$ cat src/rtl/spim_fifo_pkg.sv
// Shared sizing constants and helpers for the spim FIFOs.
// The register block and the shift engine both size their level fields from these.
package spim_fifo_pkg;

   localparam int SPIM_TXF_DEPTH = 16;
   localparam int SPIM_RXF_DEPTH = 16;
   localparam int SPIM_FIFO_DW   = 8;

   typedef enum logic [1:0] {
      OP_IDLE = 2'b00,
      OP_PUSH = 2'b10,
      OP_POP  = 2'b01,
      OP_BOTH = 2'b11
   } fifo_op_e;

   // Collapses the accepted push/pop pair into one operation for the level update.
   function automatic fifo_op_e fifo_op(input logic push, input logic pop);
      fifo_op_e op;
      case ({push, pop})
         2'b10:   op = OP_PUSH;
         2'b01:   op = OP_POP;
         2'b11:   op = OP_BOTH;
         default: op = OP_IDLE;
      endcase
      return op;
   endfunction

endpackage

$ cat src/rtl/spim_fifo_ram.sv
// DW x DEPTH storage for spim_fifo: synchronous write, asynchronous read.
// Kept separate so it can be replaced by a distributed-RAM primitive.
module spim_fifo_ram #(
   parameter int DW    = 8,
   parameter int DEPTH = 16,
   parameter int AW    = 4
) (
   input  logic          clk,
   input  logic          i_we,
   input  logic [AW-1:0] i_waddr,
   input  logic [DW-1:0] i_wdata,
   input  logic [AW-1:0] i_raddr,
   output logic [DW-1:0] o_rdata
);

   logic [DW-1:0] r_mem [DEPTH];

   // Contents are deliberately not reset; the FIFO's empty flag qualifies the read data.
   always_ff @(posedge clk) begin
      if (i_we) begin
         r_mem[i_waddr] <= i_wdata;
      end
   end

   assign o_rdata = r_mem[i_raddr];

endmodule

$ cat src/rtl/spim_fifo.sv
// Parametrised first-word-fall-through FIFO for the spim TX/RX data paths,
// with watermark flags, sticky overflow/underflow errors and a synchronous flush.
module spim_fifo
   import spim_fifo_pkg::*;
#(
   parameter int DW    = SPIM_FIFO_DW,
   parameter int DEPTH = SPIM_TXF_DEPTH,
   parameter int AW    = 4
) (
   input  logic          clk,
   input  logic          rst_n,
   input  logic          clr_n,
   input  logic          wr_en,
   input  logic [DW-1:0] wr_data,
   input  logic          rd_en,
   output logic [DW-1:0] rd_data,
   output logic          full,
   output logic          empty,
   output logic [AW:0]   level,
   input  logic [AW:0]   thresh,
   output logic          thr_le,
   output logic          thr_ge,
   input  logic          err_clr,
   output logic          ovf,
   output logic          udf
);

   if (DEPTH != (1 << AW)) begin : g_bad_depth
      $error("spim_fifo: DEPTH must equal 1<<AW");
   end
   if (DW < 1 || DW > 32) begin : g_bad_dw
      $error("spim_fifo: DW must be in 1..32");
   end

   logic [AW-1:0] r_wptr;
   logic [AW-1:0] r_rptr;
   logic [AW:0]   r_level;
   logic          r_ovf;
   logic          r_udf;

   logic          w_full;
   logic          w_empty;
   logic          w_push_ok;
   logic          w_pop_ok;
   logic          w_push_rej;
   logic          w_pop_rej;
   fifo_op_e      w_op;

   assign w_full  = (r_level == (AW+1)'(DEPTH));
   assign w_empty = (r_level == '0);

   // A push into a full FIFO is still accepted when a pop frees the head slot in the same cycle.
   // There is no bypass on empty, so a simultaneous pop there is rejected.
   assign w_push_ok  = wr_en & (~w_full | rd_en);
   assign w_pop_ok   = rd_en & ~w_empty;
   assign w_push_rej = wr_en & ~w_push_ok;
   assign w_pop_rej  = rd_en & w_empty;
   assign w_op       = fifo_op(w_push_ok, w_pop_ok);

   // Flush shares the reset state but leaves RAM alone; a new error beats err_clr.
   always_ff @(posedge clk or negedge rst_n) begin
      if (!rst_n) begin
         r_wptr  <= '0;
         r_rptr  <= '0;
         r_level <= '0;
         r_ovf   <= 1'b0;
         r_udf   <= 1'b0;
      end else if (!clr_n) begin
         r_wptr  <= '0;
         r_rptr  <= '0;
         r_level <= '0;
         r_ovf   <= 1'b0;
         r_udf   <= 1'b0;
      end else begin
         if (w_push_ok) begin
            r_wptr <= r_wptr + AW'(1);
         end
         if (w_pop_ok) begin
            r_rptr <= r_rptr + AW'(1);
         end
         case (w_op)
            OP_PUSH: r_level <= r_level + (AW+1)'(1);
            OP_POP:  r_level <= r_level - (AW+1)'(1);
            default: r_level <= r_level;
         endcase
         if (w_push_rej) begin
            r_ovf <= 1'b1;
         end else if (err_clr) begin
            r_ovf <= 1'b0;
         end
         if (w_pop_rej) begin
            r_udf <= 1'b1;
         end else if (err_clr) begin
            r_udf <= 1'b0;
         end
      end
   end

   spim_fifo_ram #(
      .DW    (DW),
      .DEPTH (DEPTH),
      .AW    (AW)
   ) u_ram (
      .clk     (clk),
      .i_we    (w_push_ok & clr_n),
      .i_waddr (r_wptr),
      .i_wdata (wr_data),
      .i_raddr (r_rptr),
      .o_rdata (rd_data)
   );

   assign full   = w_full;
   assign empty  = w_empty;
   assign level  = r_level;
   assign thr_le = (r_level <= thresh);
   assign thr_ge = (r_level >= thresh);
   assign ovf    = r_ovf;
   assign udf    = r_udf;

endmodule

$ cat config.mk
export PLATFORM = sky130hd
export DESIGN_NAME = spim_fifo
export DESIGN_NICKNAME = d
export VERILOG_FILES = /design/src/rtl/spim_fifo_pkg.sv /design/src/rtl/spim_fifo_ram.sv /design/src/rtl/spim_fifo.sv
export SDC_FILE = /design/constraint.sdc
export NUM_CORES = 1
export LEC_CHECK = 0
export ABC_AREA = 1
export BUFFER_PORTS_ARGS = -buffer_cell sky130_fd_sc_hd__buf_2
export CAP_MARGIN = 0
export CORE_AREA = 4 4 116 107
export CTS_CLUSTER_DIAMETER = 200
export DETAILED_ROUTE_END_ITERATION = 8
export DIE_AREA = 0 0 120 111
export PLACE_DENSITY_LB_ADDON = 0.2
export SYNTH_ARGS = -nofsm -noshare
export SYNTH_HDL_FRONTEND = slang
export SYNTH_SLANG_ARGS = --single-unit
$ cat constraint.sdc
create_clock -name clk -period 2.1 [get_ports clk]
set_input_delay 0.315 -clock clk [delete_from_list [all_inputs] [get_ports clk]]
set_output_delay 0.315 -clock clk [all_outputs]
set_load 0.01 [all_outputs]
==> impl_results.md, run 1 <==
* Status: finished, violations left
* Failing checks: setup timing
* DRT Pass-1 Iters at 5
* Simple-Gate Fraction of Synth Area at 12.27%
* Final hold vios at 0
* CTS sink count at 143
* Core area at 11250 um2
* Register area share after synthesis at 69.40%
* I/O Buffers at 37
* CTS max path bufs at 2
* Crit path max fanout at 8
* Routed WL at 15670 um
* Largest net degree at the start of global routing at 34
* XOR/XNOR Fraction of Synth Area at 0%
* Die Height at 111 um
* Crit path DAT at 1.93 ns
* Max Slew Vio Count at 0
* FILL cells at 767
* Die Span X at 120 um
* Row cnt at 37
* Synth warn at 0
* Synth Instances at 508
* Post-Syn Nets at 539
* Area grow syn2layout at 30.03%
* HP Class: in2reg
* CP Capture Type: output pin
* DP Area at 6633 um2
* Fin area at 7905 um2
* Worst slew pin tran at 0.5447 ns
* Synthesized flop and latch total at 143
* Worst EP required at 1.78 ns
* Largest family of logic cells by synthesized area: compound AO/OA/AOI/OAI gates
* WL per Instance at 20.80 um
* Placed wire-length estimate at 8659 um
* Post-synth top area share at 63.22%
* Compound-Gate Fraction of Synth Area at 12.45%
* Post-Layout Cell Count at 753
* Vias per inst at 5.896
* Initial cell density of the core at 54.04%
* Final Cycle Share at 106.9%
* Worst Hold Depth at 3
* RSZ-0062 raised after global routing: yes
* DRC violations left at 0
* Max-cap violations at 0
* Synth cell types at 29
* I/O Pins at 38
* First-pass GRT wire length at 24320 um
* CTS tree: yes
* Critical path's top delay family: buffers and inverters
* Area contributors post-synth: edfxtp_1, dfrtp_1, o21ai_0
* Worst relative slew slack at 63.65%
* Placed insts at 707
* Hold WS at 0.1507 ns
* Register-to-Register Path Depth at 13
* CTS root buf: clkbuf_16
* Worst Skew at 0.006555 ns
* Crit path depth at 8
* Yosys top cell by area: edfxtp_1
* Worst path bufs/invs at 4
* Clk_lat worst skew at 0.42 ns
* Final core utilization at 70.27%
* Lkg Pwr at 0.002902 uW
* Fmax at 0.4453 GHz
* Maximum vdd drop at 1086 uV
* # setup viols final at 9
* Routed via count at 4440
* Die Area at 13320 um2
* P per Cell Area at 1271 nW/um2
* Vias in the first global route at 4404
* Crit-path cells: clkinv_4 > buf_12 > buf_16 > nor2_2 > o22ai_2 > o211ai_1 > nand2_1 > buf_2
* DR iter-0 viols at 472
* H-tree depth at 4
* Antenna fix cells at 0
* Post-synthesis mux area share at 0%
* Minimum clock period after layout at 2.246 ns
* Mean Syn Cell Area at 11.97 um2
* Clock-pin slew on the worst setup and hold paths at 0.06 ns
* Master of the slowest instance on the critical path: dfrtp_2
* Synth Area in Adders at 2.470%
* Share of layout cells above drive strength 1 at 31.66%
* Slowest Stage Delay on Critical Path at 0.44 ns
* Syn Std Cell Area at 6080 um2
* WS Path Type: reg2out
* Nets at 615
* RePlAce Congestion at 0.8924
* Antenna violations before repair at 0
* Final WS setup at -0.1457 ns
* Place WS at 0.1943 ns
* DRT antenna net count at 0
* GRT Overall Usage at 24.38%
* GRT overflow at 0
* Cts bufs inserted at 17
* CP startpoint kind: flip-flop
==> layer usage <==
layer  track usage, %  share of wire (%)
met2            38.39                 49
met4            8.702                2.1
met3            5.102                7.8
met1            33.77                 41
met5                0                  0
==> layout make-up <==
class                           count  area (um2)  area share [%]
Clock inverter                     13       217.7           2.754
Sequential cell                   143        4225           53.45
Clock buffer                       19       432.9           5.476
Tap cell                          156       195.2           2.469
Inverter                           29       113.9           1.440
Timing Repair Buffer               82       720.7           9.117
Multi-Input combinational cell    311        1999           25.29
==> worst min-delay path, cell delays in order <==
cell and delay (ns):
buf_2 0.10, nand2_1 0.06, a21oi_1 0.05
==> Yosys cell counts <==
library cell	n
nand3_4	1
nor2_4	1
clkbuf_1	20
o221ai_1	24
nand2_4	1
a21oi_4	1
clkinv_1	1
nand2_1	49
nor3_1	4
inv_1	28
buf_1	1
buf_2	4
and2_1	1
o211ai_1	8
nor2_2	1
nor2_1	89
o21ai_0	73
edfxtp_1	128
dfrtp_1	15
a211oi_1	1
nor3_2	1
a21oi_1	7
ha_1	12
nand3_2	1
nand3_1	22
o22ai_1	8
nand4_1	4
o21ai_1	1
o21a_1	1
==> stage by stage <==
| step | setup TNS, ns | total power [uW] |
|---|---|---|
| floorplan | 0 | 4794 |
| global placement | 0 | 5580 |
| detailed placement | 0 | 5649 |
| CTS | -0.9715 | 9696 |
| global route | -1.887 | 10510 |
| finish | -0.8472 | 10040 |
==> layout by cell type, fill, tap and decap left out, types with 5 or more instances in the layout <==
master       n
a21oi_1      6
buf_12       6
buf_16       5
buf_2       35
buf_4       31
bufinv_16    6
clkbuf_16   17
dfrtp_1     10
dfrtp_2      5
edfxtp_1   128
ha_1         7
inv_1       26
nand2_1     42
nand2_2      6
nand3_1     19
nor2_1      70
nor2_2      18
o211ai_1     8
o21ai_0     36
o21ai_1     17
o21ai_2     17
o221ai_1    18
o221ai_2     6
o22ai_1      5
==> timing repair <==
item / 4_1_cts / 5_1_grt
setup endpoints to repair: 10 / 61
buffers inserted: 10 / 3
gates cloned: 6 / 0
hold endpoints to repair: 15 / 0
hold buffers: 1 / 0
gates resized for setup: 74 / 57
pin swaps: 26 / 26
==> logic make-up (layout without fill, tap and decap cells) <==
| group | count (synthesis) | count (layout) |
|---|---|---|
| and+or+nand+nor | 175 | 175 |
| DFF | 143 | 143 |
| AOI/OAI and AO/OA | 124 | 124 |
| buffers and inverters | 54 | 143 |
| adders and majority gates | 12 | 12 |
==> final timing paths <==
kind / start / endpoint / slack [ns]
worst max-delay path: r_rptr[0] / rd_data[4] / -0.15
worst min-delay path: wr_en / ovf / 0.15
worst max register to register: level[2] / level[4] / 0.06
worst min register to register: ovf / ovf / 0.53
max in group asynchronous: rst_n / r_rptr[0] / 1.46
min in group asynchronous: rst_n / level[3] / 0.34
==> flip-flops by register name, indices dropped and copies added, names as in the netlist <==
name,flops
u_ram.r_mem,128
level,5
r_rptr,4
r_wptr,4
ovf,1
udf,1
==> report_power, final <==
part | internal, uW | switching, uW | leakage, uW
Sequential | 3200 | 79.8 | 0.00135
Combinational | 1430 | 2030 | 0.00124
Clock | 2210 | 1100 | 0.000313
Power figures use the tool's default switching activity.
==> run 2, diff against run 1 <==
==> constraint.sdc (replaced) <==
create_clock -name clk -period 2.3 [get_ports clk]
set_input_delay 0.345 -clock clk [delete_from_list [all_inputs] [get_ports clk]]
set_output_delay 0.345 -clock clk [all_outputs]
set_load 0.01 [all_outputs]
==> impl_results.md, run 2 (same netlist as run 1, synthesis figures left out) <==
* Share of layout cells above drive strength 1 at 20.88% (was 31.66%)
* Final Power at 7908 uW (was 10040 uW)
* RePlAce Congestion at 0.8504 (was 0.8924)
* Status: complete, no violations (was finished, violations left)
* Antenna violations before repair at 0 (unchanged)
* Final hold vios at 0 (unchanged)
* DP Area at 6598 um2 (was 6633 um2)
* RSZ-0062 raised after global routing: yes (unchanged)
* Worst slew pin tran at 0.7656 ns (was 0.5447 ns)
* Clk pwr share at 31.0% (was 32.9%)
* H-tree depth at 4 (unchanged)
* DR iter-0 viols at 491 (was 472)
* Final core utilization at 65.61% (was 70.27%)
* CP startpoint kind: flip-flop (unchanged)
* Worst EP required at 1.96 ns (was 1.78 ns)
* Row cnt at 37 (unchanged)
* Clock-pin slew on the worst setup and hold paths at 0.06 ns (about the same)
* Maximum vdd drop at 748.4 uV (was 1086 uV)
* Lkg Pwr at 0.002736 uW (was 0.002902 uW)
* Vias per inst at 5.777 (was 5.896)
* Nets at 608 (was 615)
* CTS sink count at 143 (unchanged)
* Hold path start: wr_en (unchanged)
* I/O Buffers at 37 (unchanged)
* Max-cap violations at 0 (unchanged)
* DRC violations left at 0 (unchanged)
* Met3 Usage GRT at 5.306% (was 5.102%)
* Antenna fix cells at 0 (unchanged)
* Most common cell after layout, fill and taps aside: edfxtp_1 (unchanged)
* R2r setup slk at 0.26 ns (was 0.06 ns)
* Die Height at 111 um (unchanged)
* Max FFs per register at 128 (unchanged)
* Fmax at 0.4397 GHz
* Routed WL at 14780 um (was 15670 um)
* Worst relative slew slack at 48.77% (was 63.65%)
* # setup viols final at 0 (was 9)
* Crit path max fanout at 11 (was 8)
* DRT Pass-1 Iters at 5 (unchanged)
* Met2 usage at 34.61% (was 38.39%)
* First-pass GRT wire length at 22050 um (was 24320 um)
* I/O Pins at 38 (unchanged)
* GRT overflow at 0 (unchanged)
* Worst R2R Start: level[2] (unchanged)
* Placed wire-length estimate at 8614 um (was 8659 um)
* CTS root buf: clkbuf_16 (unchanged)
* Cts bufs inserted at 17 (unchanged)
* Largest net degree at the start of global routing at 43 (was 34)
* DRT antenna net count at 0 (unchanged)
* Die Span X at 120 um (unchanged)
* Sw frac at 32.43% (was 31.91%)
* Crit. Startpoint: r_rptr[0] (unchanged)
* WL per Instance at 19.84 um (was 20.80 um)
* Max Slew Vio Count at 0 (unchanged)
* Busiest grt layer: met2 (unchanged)
* Minimum clock period after layout at 2.274 ns
* Area grow syn2layout at 21.40% (was 30.03%)
* CTS tree: yes (unchanged)
* Fin area at 7381 um2 (was 7905 um2)
* Routed via count at 4304 (was 4440)
* Flop pwr share at 37.7% (was 32.6%)
* Internal power at 5343 uW (was 6839 uW)
* Leading cell types in the layout, fill and taps excluded: edfxtp_1, nor2_1, o21ai_0 (was edfxtp_1, nor2_1, nand2_1)
* CP Capture Type: output pin (unchanged)
* Net switching power at 2564 uW (was 3205 uW)
* Clk_lat worst skew at 0.41 ns (was 0.42 ns)
* Worst Skew at 0.007171 ns (was 0.006555 ns)
* Initial cell density of the core at 54.04% (unchanged)
* GRT Overall Usage at 22.08% (was 24.38%)
* CTS max path bufs at 2 (unchanged)
* Met1 global-route usage at 30.23% (was 33.77%)
* Die Area at 13320 um2 (unchanged)
* Crit path DAT at 1.93 ns (about the same)
* HP Class: in2reg (unchanged)
* Core area at 11250 um2 (unchanged)
* Comb power frac at 31.2% (was 34.5%)
* Setup tns final at 0 ns (was -0.8472 ns)
* P per Cell Area at 1071 nW/um2 (was 1271 nW/um2)
* WS Path Type: reg2out (unchanged)
* Final Cycle Share at 98.88%
* Vias in the first global route at 4107 (was 4404)
* Most flops, register: u_ram.r_mem (unchanged)
run 2: power groups by stage:
| stage | Combinational, uW | Clock [uW] | Sequential, uW |
|---|---|---|---|
| 2_1_floorplan | 1330 | 0 | 3050 |
| 3_3_place_gp | 2000 | 0 | 3040 |
| 3_5_place_dp | 2040 | 0 | 3040 |
| 4_1_cts | 2140 | 2490 | 2980 |
| 5_1_grt | 2710 | 2630 | 3000 |
| 6_report | 2470 | 2450 | 2980 |
run 2: critical path, stage by stage, from the launching register on:
cell	delay [ns]
dfrtp_2	0.44
buf_12	0.16
buf_12	0.14
o21ai_0	0.18
o221ai_1	0.18
nand3_1	0.17
nand2_1	0.09
buf_2	0.15
run 2: through the flow:
stage	std cells	setup slack (ns)	hold WS (ns)
2_1_floorplan	508	0.5416	0.04941
3_3_place_gp	704	0.4089	0.2715
3_5_place_dp	704	0.3646	0.2780
6_report	745	0.02585	0.1777
4_1_cts	738	0.004769	0.1614
5_1_grt	745	-0.01531	0.1804
run 2: cell type report:
| class | instances | area [um2] |
|---|---|---|
| Clock inverter | 12 | 97.59 |
| Fill cell | 832 | 3869 |
| Tap cell | 156 | 195.2 |
| Sequential cell | 143 | 4223 |
| Multi-Input combinational cell | 311 | 1715 |
| Clock buffer | 19 | 432.9 |
| Timing Repair Buffer | 75 | 605.6 |
| Inverter | 29 | 111.4 |
run 2: final timing paths:
| path | endpoint | cells after the start |
|---|---|---|
| worst max-delay path | rd_data[5] | 7 |
| worst min register to register | udf | 2 |
| min in group asynchronous | level[3] | 2 |
| max in group asynchronous | level[4] | 2 |
| worst max register to register | level[4] | 12 |
| worst min-delay path | ovf | 3 |
run 2: layer usage:
metal	up-vias	wire length, um
met5	-	0
met4	0	200
met3	18	1118
met2	204	7142
met1	2083	6317
li1	1999	-
run 2: timing repair:
action,in CTS,in global routing
buffers inserted,1,3
cloned,1,4
endpoints found under the hold margin,15,0
pin swaps,2,9
resized for setup,4,32
hold buffers,1,0
endpoints found under the setup margin,9,10
